## config.mk

```make
export PLATFORM = sky130hd
export DESIGN_NAME = blink_timer_bank
export DESIGN_NICKNAME = d
export VERILOG_FILES = /design/src/rtl/blink_pkg.sv /design/src/rtl/blink_channel.sv /design/src/rtl/blink_timer_bank.sv
export SDC_FILE = /design/constraint.sdc
export NUM_CORES = 1
export LEC_CHECK = 0
export CORE_MARGIN = 5
export CORE_UTILIZATION = 56
export CTS_CLUSTER_SIZE = 14
export DETAILED_ROUTE_END_ITERATION = 16
export PLACE_DENSITY = 0.75
export REMOVE_ABC_BUFFERS = 1
export SLEW_MARGIN = 5
export SYNTH_ARGS = -nofsm -noshare
export SYNTH_HDL_FRONTEND = slang
export SYNTH_SLANG_ARGS = --single-unit
```

## constraint.sdc

```tcl
create_clock -name clock -period 10.7 [get_ports clock]
set_input_delay 2.675 -clock clock [delete_from_list [all_inputs] [get_ports clock]]
set_output_delay 2.675 -clock clock [all_outputs]
set_load 0.02 [all_outputs]
```

## src/rtl/blink_pkg.sv

```systemverilog
// Shared definitions for the LED blink timer bank: channel state encoding,
// the reset-time phase length, and the channel-index width helper.
package blink_pkg;

  // Per-channel sequencing states; led is high only in HIGH.
  typedef enum logic [1:0] {
    IDLE = 2'd0,
    LOW  = 2'd1,
    HIGH = 2'd2,
    DONE = 2'd3
  } blink_state_e;

  // Phase length loaded at reset: half a second at 150 MHz, matching the
  // board-clock divider this bank replaces.
  localparam int unsigned BLINK_DEFAULT_HALF = 32'd75_000_000;

  // Width of a channel index; a single-channel bank still gets one bit.
  function automatic int ch_width(input int channels);
    return (channels > 1) ? $clog2(channels) : 1;
  endfunction

endpackage

```

## src/rtl/blink_channel.sv

```systemverilog
// One blink timer channel: phase-length and mode registers, a phase counter,
// and the IDLE/LOW/HIGH/DONE sequencer with registered led and tick.
// Optional feature: define BLINK_SYNC_EN to let the sync input realign a
// running channel to the start of its LOW phase.
module blink_channel
  import blink_pkg::*;
#(
  parameter int          CNT_W        = 32,
  parameter int unsigned DEFAULT_HALF = BLINK_DEFAULT_HALF
) (
  input  logic             clock,
  input  logic             reset,
  input  logic             en,
  input  logic             cfg_we,
  input  logic [CNT_W-1:0] cfg_half,
  input  logic             cfg_oneshot,
  input  logic             sync,
  output logic             led,
  output logic             tick
);

  blink_state_e     state;
  logic [CNT_W-1:0] count;
  logic [CNT_W-1:0] half_q;
  logic             oneshot_q;
  logic             phase_end;
  logic             realign;

  // A phase ends once the count reaches the programmed length. Using >=
  // rather than == means a length shrunk below the current count still ends
  // the phase on the next edge instead of waiting for a wrap.
  assign phase_end = (count >= half_q);

`ifdef BLINK_SYNC_EN
  // Only running channels are pulled back to the start of LOW.
  assign realign = sync && ((state == LOW) || (state == HIGH));
`else
  // Port kept for a uniform interface; the signal goes nowhere.
  logic unused_sync;
  assign unused_sync = sync;
  assign realign     = 1'b0;
`endif

  // Configuration registers: a write lands at the edge, so the phase-end
  // decision in the write cycle still sees the previous length and mode.
  always_ff @(posedge clock or posedge reset) begin
    if (reset) begin
      half_q    <= CNT_W'(DEFAULT_HALF);
      oneshot_q <= 1'b0;
    end else if (cfg_we) begin
      half_q    <= cfg_half;
      oneshot_q <= cfg_oneshot;
    end
  end

  // Sequencer with registered outputs; priority is en low, then realign,
  // then phase end, then counting.
  always_ff @(posedge clock or posedge reset) begin
    if (reset) begin
      state <= IDLE;
      count <= '0;
      led   <= 1'b0;
      tick  <= 1'b0;
    end else begin
      // NOTE: every register here uses <= so all of them update from the
      // same pre-edge values; a blocking = would let later lines see the
      // already-updated count or state and skew the phase by a cycle.
      tick <= 1'b0;
      if (!en) begin
        state <= IDLE;
        count <= '0;
        led   <= 1'b0;
      end else if (realign) begin
        state <= LOW;
        count <= '0;
        led   <= 1'b0;
      end else begin
        unique case (state)
          IDLE: begin
            state <= LOW;
            count <= '0;
            led   <= 1'b0;
          end
          LOW: begin
            if (phase_end) begin
              state <= HIGH;
              count <= '0;
              led   <= 1'b1;
              tick  <= 1'b1;
            end else begin
              count <= count + CNT_W'(1);
            end
          end
          HIGH: begin
            if (phase_end) begin
              state <= oneshot_q ? DONE : LOW;
              count <= '0;
              led   <= 1'b0;
              tick  <= 1'b1;
            end else begin
              count <= count + CNT_W'(1);
            end
          end
          DONE: begin
            // Parked until en drops; led stays low.
            state <= DONE;
            count <= '0;
            led   <= 1'b0;
          end
          default: begin
            state <= IDLE;
            count <= '0;
            led   <= 1'b0;
          end
        endcase
      end
    end
  end

endmodule

```

## src/rtl/blink_timer_bank.sv

```systemverilog
// Bank of independent LED blink timers sharing one configuration write port.
// Optional feature: define BLINK_SYNC_EN to enable the global sync realign;
// without it the sync port is present but has no effect.
module blink_timer_bank
  import blink_pkg::*;
#(
  parameter int          CHANNELS     = 4,
  parameter int          CNT_W        = 32,
  parameter int unsigned DEFAULT_HALF = BLINK_DEFAULT_HALF
) (
  input  logic                          clock,
  input  logic                          reset,
  input  logic [CHANNELS-1:0]           en,
  input  logic                          cfg_we,
  input  logic [ch_width(CHANNELS)-1:0] cfg_ch,
  input  logic [CNT_W-1:0]              cfg_half,
  input  logic                          cfg_oneshot,
  input  logic                          sync,
  output logic [CHANNELS-1:0]           led,
  output logic [CHANNELS-1:0]           tick
);

  localparam int CH_W = ch_width(CHANNELS);

  // Each channel matches its own index only, so an index at or beyond
  // CHANNELS selects nothing and the write is dropped.
  for (genvar i = 0; i < CHANNELS; i++) begin : g_ch
    logic hit;
    assign hit = cfg_we && (cfg_ch == CH_W'(i));

    blink_channel #(
      .CNT_W        (CNT_W),
      .DEFAULT_HALF (DEFAULT_HALF)
    ) u_channel (
      .clock       (clock),
      .reset       (reset),
      .en          (en[i]),
      .cfg_we      (hit),
      .cfg_half    (cfg_half),
      .cfg_oneshot (cfg_oneshot),
      .sync        (sync),
      .led         (led[i]),
      .tick        (tick[i])
    );
  end

endmodule

```

======== Word level (Yosys, flattened, before mapping) ========
Cells that the tools add are included.
storage, ports and cells
  register bits ........................... 276
  word-level logic and storage cells ...... 136
  output and inout bits ................... 8
cells by class
  mux-type cells .......................... 60
  reduce and logical (&&, ||, !) cells .... 21
  add/sub/neg operators ................... 4
  order comparisons ....................... 4
  equal/unequal tests ..................... 23
operators with widths
  kind                   number
  $mux 32                8
  $pmux 32 s2            4
  $add 32x1->32 const B  4
  $ge 32x32->1           4
  $mux 2                 16
  $pmux 2 s4             4
  $mux 1                 24
  $ne 3x2->1 const B     8
  $eq 2x2->1 const B     10
  $reduce_or 2->1        8
  $pmux 1 s3             4
  $eq 2x1->1 const B     5
  $logic_not 2->1        5
  $reduce_and 2->1       4
  $logic_and 1x1->1      4

======== Longest topological paths before layout ========
  depth after elaboration ................. 4
  mapped depth ............................ 10

======== By module ========
From an unflattened synthesis, not the netlist that was laid out.
second synthesis, totals
  cells, all modules ...................... 1602
  area, all modules ....................... 15172.1 um^2
modules (own cells, without submodules)
  module                                 sequential area each (um^2)  area an instance (um^2)  times used  cells an instance
  blink_channel (g_ch[0].u_channel ...)  1739.2                       3771.1                   3           399
  blink_channel (g_ch[3].u_channel)      1739.2                       3821.2                   1           401
  blink_timer_bank                       0.0                          37.5                     1           4

======== Least setup slack after synthesis ========
No wires, ideal clock.
  path type ............................... input to register
  from .................................... input port cfg_ch[1]
  to ...................................... register g_ch[1].u_channel.half_q[0]
  arrival time ............................ 3.579 ns
  stages .................................. 3
  slack ................................... 6.997 ns
  path buffers ............................ 1
  cells stage by stage .................... nand3b_1 -> clkbuf_1 -> mux2_2
on the way
  cells in the longest elaborated chain, start to end .. 2
RTL lines
  what                  RTL line                source
  from (decl)           blink_timer_bank.sv:15  input logic [ch_width(CHANNELS)-1:0] cfg_ch,
  $eq 2x1->1            blink_timer_bank.sv:29  assign hit = cfg_we && (cfg_ch == CH_W'(i));
  $logic_and 1x1->1     blink_timer_bank.sv:29
  to (signal assigned)  blink_channel.sv:48     half_q <= CNT_W'(DEFAULT_HALF);
  to (signal assigned)  blink_channel.sv:51     half_q <= cfg_half;
  to (decl)             blink_channel.sv:24     logic [CNT_W-1:0] half_q;
No other way between the ends.
A chain may end at the register's enable or synchronous reset.

======== Final worst setup path ========
  from .................................... register g_ch[1].u_channel.led
  to ...................................... output port led[1]
RTL lines
  what                    RTL line                source
  from (decl)             blink_channel.sv:18     output logic led,
  from (signal assigned)  blink_channel.sv:62     led <= 1'b0;
  from (signal assigned)  blink_channel.sv:72     led <= 1'b0;
  from (signal assigned)  blink_channel.sv:76     led <= 1'b0;
  to (decl)               blink_timer_bank.sv:19  output logic [CHANNELS-1:0] led,
No word-level cell between the ends.

==> flow_summary.toml <==
[timing]
hold_violations = 0
layout_min_cycle_time_ps = 4180
worst_slew_pin_slew_ps = 855
rsz0062_at_grt = "no"
setup_slack_ps = 6520
fin_skew_ps = 12.5
relSlewSlack_pct = 43.0
hold_slack_ps = 493
maxSlewViolCount = 0
fmax_ghz = 0.239
fin_crit_sh_pct = 39.0
setup-violations-final = 0
final.setup.tns_ps = 0

[setup_path]
startpoint_type = "flip-flop"
endpoint_kind = "output pin"
cp_cell_sequence = "clkdlybuf4s50_1"
max_stage_delay_ps = 610
slowest_stage = "clkdlybuf4s50_1"
r2r_setup_slack_ps = 7610
path_class = "reg2out"
r2r_start = "g_ch[3].u_channel.half_q[13]$_DFFE_PP1P_"
critPathRequiredTime_ps = 8030
crit_family = "buffers and inverters"
arrival_ps = 1500
r2r_cells = 9
r2r_end = "g_ch[3].u_channel.state[1]$_DFFE_PP0P_"
critical_path.max_fanout = 2
path_buf_inv = 1

[power_and_ir_drop]
p_int_uw = 2120
seqPwrFrac_pct = 43.4
p_comb_share_pct = 17.4
power_switching_uw = 789
total_power_uw = 2910
p_leak_uw = 0.00785
power.density_nw_per_um2 = 172
p_sw_share_pct = 27.1
clkPwrFrac_pct = 39.3
ir_drop_mv = 0.102

[detailed_routing]
routed_wl_mm = 30.2
route.met3.wl_mm = 1.07
vias = 10400
route.detailed.drc = 0
first_iter_violations = 670
avgViaCountPerCell = 5.46
wl_per_cell_um = 15.9
firstDrtPassIters = 5
highest_layer = "met4"
wl_met2_mm = 15.1
postRouteAntennaNets = 0
wl_met1_mm = 13.7

[hold_path]
min_to = "g_ch[0].u_channel.count[0]$_DFF_PP0_"
hp-start = "g_ch[0].u_channel.count[0]$_DFF_PP0_"
whs_path_depth = 1
hp-class = "reg2reg"

[cts]
clkSlewWorstSetupHoldPaths_ps = 60
clockBufferDepth = 3
postCtsResizedCells = 0
hold_buffers = 0
htreeDepth = 1
numCtsBuffers = 30
clock-sinks = 276
cts_tree = "yes"
cts_setup_buffers = 0
clk_latency_ps = 550
root_buffer = "clkbuf_16"

[floorplan]
fp-row-count = 60
initial_core_util_pct = 56.3
core-area_sq_um = 26700
io_pins = 51
die_y_um = 174
dieArea_sq_um = 30300
die_x_um = 174

[synthesis]
syn_area_sq_um = 15100
netlist-cell-type-count = 39
synth-seq-cells = 276
ys_warn_count = 0
synth_edf_count = 0
synthCells = 1483
synthArstFlopShare_pct = 100
avgSynthCellArea_sq_um = 10.2
yosysSeqAreaShare_pct = 46.2
ys.flop_type = "dfrtp_1"

[placed_design]
port_buffers = 49
place_ws_ps = 6040
place.gp.congestion = 0.840
hpwl_mm = 21.6
postPlaceCellArea_sq_um = 15800

[global_routing]
grt_usage_pct = 20.4
overflow = 0
grt_pass1_wl_mm = 52.2
grt_pass1_vias = 10800
grt_max_degree = 164
antenna_found_initial = 0

[layout]
fillerInstances = 2104
design_area_sq_um = 16900
diodes = 0
drive_above_1_share_pct = 13.2
area_growth_pct = 12.3
final_nets = 1724

[run_status]
status = "finished, final reports clean"

[flow_run]
drv_cap = 0
## Yosys cell counts, types with 3 or more instances
| cell | count | area [sq um] |
|---|---|---|
| o21a_1 | 10 | 75.1 |
| and3_1 | 18 | 113 |
| mux2_2 | 102 | 1150 |
| nor2_1 | 192 | 721 |
| buf_4 | 8 | 60.1 |
| mux2_1 | 3 | 33.8 |
| clkbuf_1 | 21 | 78.8 |
| buf_6 | 9 | 101 |
| a21oi_1 | 57 | 285 |
| and4_1 | 8 | 70.1 |
| xnor2_1 | 51 | 447 |
| and2_1 | 6 | 37.5 |
| nor3b_1 | 5 | 37.5 |
| dfstp_2 | 40 | 1050 |
| nand4_1 | 35 | 219 |
| o21ai_0 | 63 | 315 |
| nor3_1 | 11 | 55.1 |
| nand2b_1 | 7 | 43.8 |
| inv_1 | 153 | 574 |
| a2111o_1 | 3 | 33.8 |
| a2bb2oi_1 | 3 | 26.3 |
| dfrtp_1 | 236 | 5910 |
| nand3_1 | 61 | 305 |
| nor2b_1 | 6 | 37.5 |
| xor2_1 | 68 | 596 |
| o2111ai_1 | 3 | 26.3 |
| a2111oi_4 | 3 | 82.6 |
| a21o_1 | 8 | 60.1 |
| nand2_1 | 121 | 454 |
| nand3b_1 | 3 | 22.5 |
| nand3b_4 | 3 | 60.1 |
| ha_1 | 148 | 1850 |
| a211oi_1 | 8 | 60.1 |
| a31oi_1 | 3 | 18.8 |
## kinds of logic after synthesis
family                     after synthesis  share of synthesized area [%]
xor gates and xnor gates               119                           6.92
adders and majority gates              148                           12.3
muxes                                  106                           7.92
DFF                                    276                           46.2
AOI/OAI and AO/OA                      163                           6.64
and+or+nand+nor                        480                           14.6
buffers and inverters                  191                           5.41
## power by group through the flow
| stage | combinational, uW | sequential, uW | clock (uW) |
|---|---|---|---|
| 2_1_floorplan | 377 | 1250 | 0 |
| 3_3_place_gp | 482 | 1270 | 0 |
| 3_5_place_dp | 507 | 1280 | 0 |
| 4_1_cts | 513 | 1260 | 1160 |
| 5_1_grt | 585 | 1280 | 1210 |
| 6_report | 506 | 1260 | 1140 |
## flip-flops by register name, summed over array words and instances, names as in the netlist
register	cells
g_ch.u_channel.count	128
g_ch.u_channel.half_q	128
g_ch.u_channel.state	8
g_ch.u_channel.led	4
g_ch.u_channel.oneshot_q	4
g_ch.u_channel.tick	4
## worst max-delay path by stage
stage / start / cells past startpoint / slack, ps / end
floorplan: reset / 1 / 480 / g_ch[0].u_channel.count[0]$_DFF_PP0_
global placement: reset / 3 / 6020 / g_ch[3].u_channel.count[8]$_DFF_PP0_
detailed placement: reset / 3 / 6040 / g_ch[3].u_channel.count[8]$_DFF_PP0_
CTS: g_ch[1].u_channel.led$_DFFE_PP0P_ / 1 / 6490 / led[1]
global route: reset / 3 / 6340 / g_ch[0].u_channel.led$_DFFE_PP0P_
finish: g_ch[1].u_channel.led$_DFFE_PP0P_ / 1 / 6520 / led[1]
## area by class of cell
class / instances / area, sq um / area share [%]
repair buffers: 56 / 556 / 3.28
inverters: 153 / 582 / 3.44
clock buffers: 42 / 857 / 5.07
multi-input cells: 1016 / 7290 / 43.1
clock inverters: 14 / 245 / 1.45
flip-flops and latches: 276 / 6960 / 41.1
well taps: 341 / 427 / 2.52
## layer usage
| layer | vias up | GRT usage (%) |
|---|---|---|
| li1 | 5086 | - |
| met1 | 5100 | 27.9 |
| met2 | 144 | 35.2 |
| met3 | 31 | 2.65 |
| met4 | 0 | 4.29 |
| met5 | - | 0 |
## worst register-to-register path, stage by stage (launching register included)
cell       delay [ps]
dfstp_2           530
inv_1              40
ha_1              290
nand4_1           170
nor3_1            470
o2111ai_1         290
a31oi_1           500
a2111oi_4         170
and2_1            200
mux2_1            310
## layout by cell type (no fill, tap or decap), types with 49 or more instances in the layout
master | synthesis | final
a21oi_1 | 57 | 57
clkdlybuf4s50_1 | 0 | 49
dfrtp_1 | 236 | 236
ha_1 | 148 | 148
inv_1 | 153 | 152
mux2_2 | 102 | 102
nand2_1 | 121 | 121
nand3_1 | 61 | 61
nor2_1 | 192 | 192
o21ai_0 | 63 | 63
xnor2_1 | 51 | 51
xor2_1 | 68 | 68
## metrics by stage
stage                     util (%)  cells
final                         63.3   1898
after global routing          63.3   1898
after CTS                     63.3   1898
after detailed placement      59.2   1842
after global placement        59.2   1842
after floorplan                  -   1445
(Power assumes the default switching activity.)
